--- src/rtl/sysid_check_master.sv ---
// Avalon-MM read initiator: fetches the system-ID and timestamp words and
// compares them against build-time expected values, with a per-transfer timeout.
module sysid_check_master #(
  parameter int unsigned ADDR_W         = 32,
  parameter logic [31:0] BASE_ADDR      = 32'h0000_0000,
  parameter logic [31:0] EXPECTED_ID    = 32'd538117937,
  parameter logic [31:0] EXPECTED_TS    = 32'd1381778683,
  parameter int unsigned TIMEOUT_CYCLES = 1024,
  parameter bit          AUTO_START     = 1'b1
) (
  input  logic              clock,
  input  logic              reset_n,
  input  logic              start,
  output logic [ADDR_W-1:0] avm_address,
  output logic              avm_read,
  input  logic              avm_waitrequest,
  input  logic [31:0]       avm_readdata,
  input  logic              avm_readdatavalid,
  output logic              busy,
  output logic              done,
  output logic              id_ok,
  output logic              ts_ok,
  output logic              timeout,
  output logic [31:0]       id_value,
  output logic [31:0]       ts_value
);

  localparam int unsigned       CNT_W    = 16;
  localparam logic [CNT_W-1:0]  CNT_LAST = CNT_W'(TIMEOUT_CYCLES - 1);
  localparam logic [ADDR_W-1:0] ID_ADDR  = ADDR_W'(BASE_ADDR);
  localparam logic [ADDR_W-1:0] TS_ADDR  = ADDR_W'(BASE_ADDR + 32'd4);

  typedef enum logic [2:0] {
    IDLE  = 3'd0,
    RD_ID = 3'd1,
    WT_ID = 3'd2,
    RD_TS = 3'd3,
    WT_TS = 3'd4,
    FIN   = 3'd5
  } state_t;

  state_t              state_q, state_d;
  logic [CNT_W-1:0]    cnt_q, cnt_d;
  logic                auto_q, auto_d;
  logic                read_d, busy_d, done_d, id_ok_d, ts_ok_d, timeout_d;
  logic [ADDR_W-1:0]   addr_d;
  logic [31:0]         id_value_d, ts_value_d;

  logic in_rd_c, in_xfer_c, id_phase_c, accept_c, capture_c, expire_c;

  assign in_rd_c    = (state_q == RD_ID) || (state_q == RD_TS);
  assign in_xfer_c  = in_rd_c || (state_q == WT_ID) || (state_q == WT_TS);
  assign id_phase_c = (state_q == RD_ID) || (state_q == WT_ID);
  assign accept_c   = in_rd_c && !avm_waitrequest;
  // Data is accepted while waiting, or in the accept cycle of a zero-latency slave.
  assign capture_c  = avm_readdatavalid &&
                      (accept_c || (state_q == WT_ID) || (state_q == WT_TS));
  // Data arriving on the expiry cycle wins over the timeout.
  assign expire_c   = in_xfer_c && (cnt_q == CNT_LAST) && !capture_c;

  // State and output registers
  always_ff @(posedge clock or negedge reset_n) begin
    if (!reset_n) begin
      state_q     <= IDLE;
      cnt_q       <= '0;
      auto_q      <= AUTO_START;
      avm_read    <= 1'b0;
      avm_address <= ID_ADDR;
      busy        <= 1'b0;
      done        <= 1'b0;
      id_ok       <= 1'b0;
      ts_ok       <= 1'b0;
      timeout     <= 1'b0;
      id_value    <= '0;
      ts_value    <= '0;
    end else begin
      state_q     <= state_d;
      cnt_q       <= cnt_d;
      auto_q      <= auto_d;
      avm_read    <= read_d;
      avm_address <= addr_d;
      busy        <= busy_d;
      done        <= done_d;
      id_ok       <= id_ok_d;
      ts_ok       <= ts_ok_d;
      timeout     <= timeout_d;
      id_value    <= id_value_d;
      ts_value    <= ts_value_d;
    end
  end

  // Next-state
  always_comb begin
    state_d = state_q;
    unique case (state_q)
      IDLE:  if (start || auto_q) state_d = RD_ID;
      RD_ID: begin
        if (capture_c)     state_d = RD_TS;
        else if (expire_c) state_d = FIN;
        else if (accept_c) state_d = WT_ID;
      end
      WT_ID: begin
        if (capture_c)     state_d = RD_TS;
        else if (expire_c) state_d = FIN;
      end
      RD_TS: begin
        if (capture_c || expire_c) state_d = FIN;
        else if (accept_c)         state_d = WT_TS;
      end
      WT_TS: if (capture_c || expire_c) state_d = FIN;
      FIN:   state_d = IDLE;
      default: state_d = IDLE;
    endcase
  end

  // Next values of the registered outputs
  always_comb begin
    cnt_d      = cnt_q;
    auto_d     = auto_q;
    read_d     = avm_read;
    addr_d     = avm_address;
    busy_d     = busy;
    done_d     = 1'b0;
    id_ok_d    = id_ok;
    ts_ok_d    = ts_ok;
    timeout_d  = timeout;
    id_value_d = id_value;
    ts_value_d = ts_value;

    if (in_xfer_c) cnt_d = cnt_q + CNT_W'(1);
    if (accept_c)  read_d = 1'b0;

    if (capture_c && id_phase_c) begin
      id_value_d = avm_readdata;
      id_ok_d    = (avm_readdata == EXPECTED_ID);
    end
    if (capture_c && !id_phase_c) begin
      ts_value_d = avm_readdata;
      ts_ok_d    = (avm_readdata == EXPECTED_TS);
    end
    if (expire_c) begin
      read_d    = 1'b0;
      timeout_d = 1'b1;
    end

    if ((state_q == IDLE) && (state_d == RD_ID)) begin
      read_d    = 1'b1;
      addr_d    = ID_ADDR;
      busy_d    = 1'b1;
      id_ok_d   = 1'b0;
      ts_ok_d   = 1'b0;
      timeout_d = 1'b0;
      cnt_d     = '0;
      auto_d    = 1'b0;
    end
    if ((state_q != RD_TS) && (state_d == RD_TS)) begin
      read_d = 1'b1;
      addr_d = TS_ADDR;
      cnt_d  = '0;
    end
    if ((state_q != FIN) && (state_d == FIN)) begin
      done_d = 1'b1;
      busy_d = 1'b0;
    end
  end

endmodule

--- config.mk ---
export PLATFORM = sky130hd
export DESIGN_NAME = sysid_check_master
export DESIGN_NICKNAME = d
export VERILOG_FILES = /design/src/rtl/sysid_check_master.sv
export SDC_FILE = /design/constraint.sdc
export NUM_CORES = 1
export LEC_CHECK = 0
export CAP_MARGIN = 25
export CORE_ASPECT_RATIO = 0.5
export CORE_MARGIN = 5
export CORE_UTILIZATION = 50
export CTS_CLUSTER_SIZE = 24
export DETAILED_ROUTE_END_ITERATION = 16
export PLACE_DENSITY = 0.95
export SETUP_SLACK_MARGIN = 0.05
export SLEW_MARGIN = 40
export SYNTH_ARGS = -nofsm -noshare
export SYNTH_HDL_FRONTEND = slang
export SYNTH_SLANG_ARGS = --single-unit
--- constraint.sdc ---
create_clock -name clock -period 4.3 [get_ports clock]
set_input_delay 1.29 -clock clock [delete_from_list [all_inputs] [get_ports clock]]
set_output_delay 1.29 -clock clock [all_outputs]
set_load 0.02 [all_outputs]
=== Word level (Yosys, flattened, before mapping) ===
Index checks and enable logic that the tools add are counted.

* Add/sub/neg operators: 1
* Multiplexer cells: 28
* Reduce and logical (&&, ||, !) cells: 28
* Equal/unequal tests: 12

{| class="wikitable"
|+ Operator list
! operator !! count
|-
| 2-to-1 mux 32 bit || 2
|-
| 2-to-1 mux 16 bit || 3
|-
| == test 32 x 30 -> 1 bit, second input constant || 1
|-
| == test 32 x 31 -> 1 bit, second input constant || 1
|-
| 2-to-1 mux 3 bit || 9
|-
| adder 16 x 1 -> 16 bit, second input constant || 1
|-
| == test 16 x 10 -> 1 bit, second input constant || 1
|-
| one-hot mux 3 bit (5 select lines) || 1
|-
| 2-to-1 mux 1 bit || 13
|-
| nonzero test 2 bit || 5
|-
| == test 3 x 2 -> 1 bit, second input constant || 3
|-
| logical AND 1 bit || 9
|-
| logical OR 1 bit || 8
|-
| == test 3 x 1 -> 1 bit, second input constant || 2
|-
| == test 3 bit, second input constant || 2
|-
| nonzero test 4 bit || 1
|-
| logical NOT 1 bit || 3
|-
| logical NOT 3 bit || 1
|-
| != test 3 x 2 -> 1 bit, second input constant || 1
|-
| != test 3 bit, second input constant || 1
|-
| nonzero test 3 bit || 1
|}

* Input port bits: 37
* Output and inout port bits: 102
* Flip-flop bits (word level): 122
* Logic and storage cells: 81

=== Logic depth before layout (Yosys ltp) ===
* Depth after elaboration: 15
* Depth in mapped cells: 7
* Gate-level depth less buffers: 4

=== Worst setup path before layout ===
No wires, ideal clock.

* Path kind: input -> register
* From: input avm_waitrequest
* To: register id_value[10]
* Arrival time: 2488 ps
* Path buffers: 2
* Cell stages on the path: 5
* Required time: 4175 ps
* Setup slack: 1686 ps
* Cells stage by stage: or3b_1 > a211o_1 > buf_6 > buf_6 > mux2_4

* Longest elaborated chain between the ends: 6

{| class="wikitable"
|+ RTL lines
! item !! RTL line !! source
|-
| from (decl) || 16 || <nowiki>input logic avm_waitrequest,</nowiki>
|-
| logical NOT 1 bit || 54 || <nowiki>assign accept_c = in_rd_c && !avm_waitrequest;</nowiki>
|-
| logical AND 1 bit || 54 ||
|-
| logical OR 1 bit (2 in a row) || 57 || <nowiki>(accept_c || (state_q == WT_ID) || (state_q == WT_TS));</nowiki>
|-
| logical AND 1 bit || 56 || <nowiki>assign capture_c = avm_readdatavalid &&</nowiki>
|-
| logical AND 1 bit || 133 || <nowiki>if (capture_c && id_phase_c) begin</nowiki>
|-
| to (signal assigned) || 87 || <nowiki>id_value <= id_value_d;</nowiki>
|-
| to (decl) || 24 || <nowiki>output logic [31:0] id_value,</nowiki>
|}

No other way between the ends.
A chain may end at the register's enable or synchronous reset.

=== Worst setup path after layout ===
* From: input avm_waitrequest
* To: register id_value[25]

Same word-level chain as after synthesis.

==> flow_summary.json <==
{
  "port_buffers": 107,
  "path_max_fanout": 27,
  "num_vias": 3026,
  "yosys-top-cells-area": "dfrtp_1, mux2_2, mux2_4",
  "tns_ps": 0,
  "gr-usage-all-layers": 0.2032,
  "r2r_setup_slack_ps": 1840,
  "first_iter_violations": 228,
  "row_count": 24,
  "pre_cts_ws_ps": 733.1,
  "ant_nets": 0,
  "cts_made_buffers": 9,
  "cts.repair.resized": 0,
  "cts.clk_slew.worst_paths_ps": 60,
  "post_cts_buffers": 0,
  "drt_pre_antenna_iters": 4,
  "slew_violations": 0,
  "fin_cells": 558,
  "cp.required_ps": 4520,
  "gp_congestion": 0.8117,
  "grt_first_pass_wirelength_mm": 16.77,
  "finalPower_uw": 4215,
  "antenna_cells": 0,
  "synthFlopType": "dfrtp_1",
  "r2r.worst_path.cells": 4,
  "max_slew_margin": 0.4785,
  "dp_hpwl_mm": 7.278,
  "async_flop_share": 1.000,
  "fmax_mhz": 309.0,
  "cp.arrival_ps": 3460,
  "wl_mm": 10.74,
  "synth-edff-count": 0,
  "cellPowerDensity_mw_per_mm2": 751.7,
  "final-hold-violation-count": 0,
  "worst-slew-pin-transition_ps": 782.2,
  "hold_start": "avm_address[2]",
  "antenna_found_initial": 0,
  "setup-violations-final": 0,
  "wl_per_cell_um": 19.25,
  "hp-class": "reg -> reg",
  "ys_warn_count": 0,
  "post-route-min-period_ps": 3236,
  "r2r-end": "id_value[25]",
  "grt-ovfl-total": 0,
  "drive_gt1_frac": 0.2018,
  "htreeDepth": 3,
  "synth-seq-cells": 91,
  "critPathLaunchType": "primary input",
  "worst-setup-path-type": "in -> reg",
  "max-cap-violations": 0,
  "syn_area_mm2": 0.004319,
  "clkLatencyLatePin_ps": 340,
  "endpoint_kind": "flip-flop",
  "clk_path_buf_depth": 2,
  "whs_ps": 495.9,
  "dieArea_mm2": 0.01071,
  "via_per_inst": 5.423,
  "cts_tree": "done",
  "grt_max_degree": 92,
  "synth_seq_area_share": 0.5275,
  "drc": 0,
  "hold_path_end": "avm_address[2]",
  "avgSynthCellArea_um2": 12.97,
  "holdPathStages": 2,
  "design.core.area_mm2": 0.008558,
  "cts_root_buffer": "clkbuf_16",
  "rr_startpoint": "state_q[0]",
  "irDropWorstVdd_v": 0.0003396,
  "die_h_um": 75.72,
  "yosysTopAreaCell": "dfrtp_1",
  "rsz0062_at_grt": "false",
  "fill_cells": 594,
  "outcome": "finished, final reports clean",
  "cts.sinks": 91,
  "skew_ps": 6.443,
  "syn-instance-count": 333,
  "grt_pass1_vias": 3110,
  "hold_buffers": 0,
  "fin_crit_sh": 0.7525,
  "nets": 475,
  "dp.cells": 543,
  "start_util": 0.5047,
  "p_leak_uw": 0.002463,
  "synth_top_area_share": 0.5214,
  "ys_types": 49,
  "syn_to_final_growth_pct": 29.81,
  "chipWidth_um": 141.4,
  "layout_setup_ws_ps": 1064,
  "io_pins": 139
}
[Yosys cell counts, drive strengths merged (3+ instances only)]
cell and n:
a21oi 12, and3 3, and4 5, buf 44, dfrtp 90, mux2 64
nand2 14, nand2b 3, nand3 8, nand4 9, nor2 11, nor4 5
nor4b 3, o21ai 10, o31ai 7, or4 9, xor2 7
[worst max path at each step]
stage                     slack (ps)  cells after the start             from           end
after floorplan                 1690                      5  avm_waitrequest  id_value[10]
after global placement           810                      5  avm_waitrequest  id_value[18]
after detailed placement         730                      5  avm_waitrequest  id_value[25]
after CTS                       1080                      5  avm_waitrequest  id_value[25]
after global routing            1020                      5  avm_waitrequest  id_value[25]
final                           1060                      5  avm_waitrequest  id_value[25]
[flip-flops by register name (all words and copies together) (netlist names)]
signal,cells
avm_address,1
done,1
id_ok,1
cnt_q,16
id_value,32
timeout,1
busy,1
avm_read,1
ts_ok,1
auto_q,1
ts_value,32
state_q,3
[power by group]
group	switching [µW]	internal (µW)
combinational	974	1050
clock	310	401
sequential	267	1210
[per-layer routing]
| metal | up-vias | wire length, µm | track usage |
|---|---|---|---|
| met3 | 31 | 568 | 0.04013 |
| li1 | 1363 | - | - |
| met5 | - | 0 | 0 |
| met1 | 1515 | 4206 | 0.2411 |
| met4 | 0 | 373 | 0.09787 |
| met2 | 117 | 5590 | 0.3669 |
[worst max-delay path, stage by stage]
cell	delay, ps
clkdlybuf4s50_1	480
or3b_1	410
a211o_2	620
buf_4	330
mux2_4	320
[area by class of cell]
cell class	count	area, µm²	share of cell area
clock buffer	12	246.5	0.04396
clock inverter	3	15.01	0.002678
inverter	2	7.507	0.001339
multi-input combinational	224	1810	0.3229
sequential	91	2278	0.4064
tap	117	146.4	0.02611
timing repair buffer	109	1102	0.1966
[cells by family after synthesis]
logic type | share of synthesized area
muxes | 0.1903
adders and majority gates | 0.002896
DFF | 0.5275
AOI/OAI and AO/OA | 0.05678
buffers and inverters | 0.08140
xor gates and xnor gates | 0.01622
and+or+nand+nor | 0.1240
other | 0.0008682
[stage by stage]
| step | util | cell area (µm²) |
|---|---|---|
| 6_report | 0.6551 | 5607 |
| 5_1_grt | 0.6551 | 5607 |
| 4_1_cts | 0.6548 | 5604 |
| 3_5_place_dp | 0.6243 | 5343 |
| 3_3_place_gp | 0.6238 | 5339 |
| 2_1_floorplan | - | 4432 |
[cell usage in the layout (no fill, tap or decap), drive strengths merged, types with 5 or more instances in the layout]
| cell | n |
|---|---|
| xor2 | 7 |
| o21ai | 10 |
| conb | 31 |
| nor2 | 11 |
| nand3 | 8 |
| dfrtp | 90 |
| nand4 | 9 |
| clkbuf | 13 |
| nor4 | 5 |
| and4 | 5 |
| a21oi | 12 |
| clkdlybuf4s50 | 106 |
| nand2 | 14 |
| or4 | 9 |
| mux2 | 64 |
| o31ai | 7 |
(Power assumes the default switching activity.)
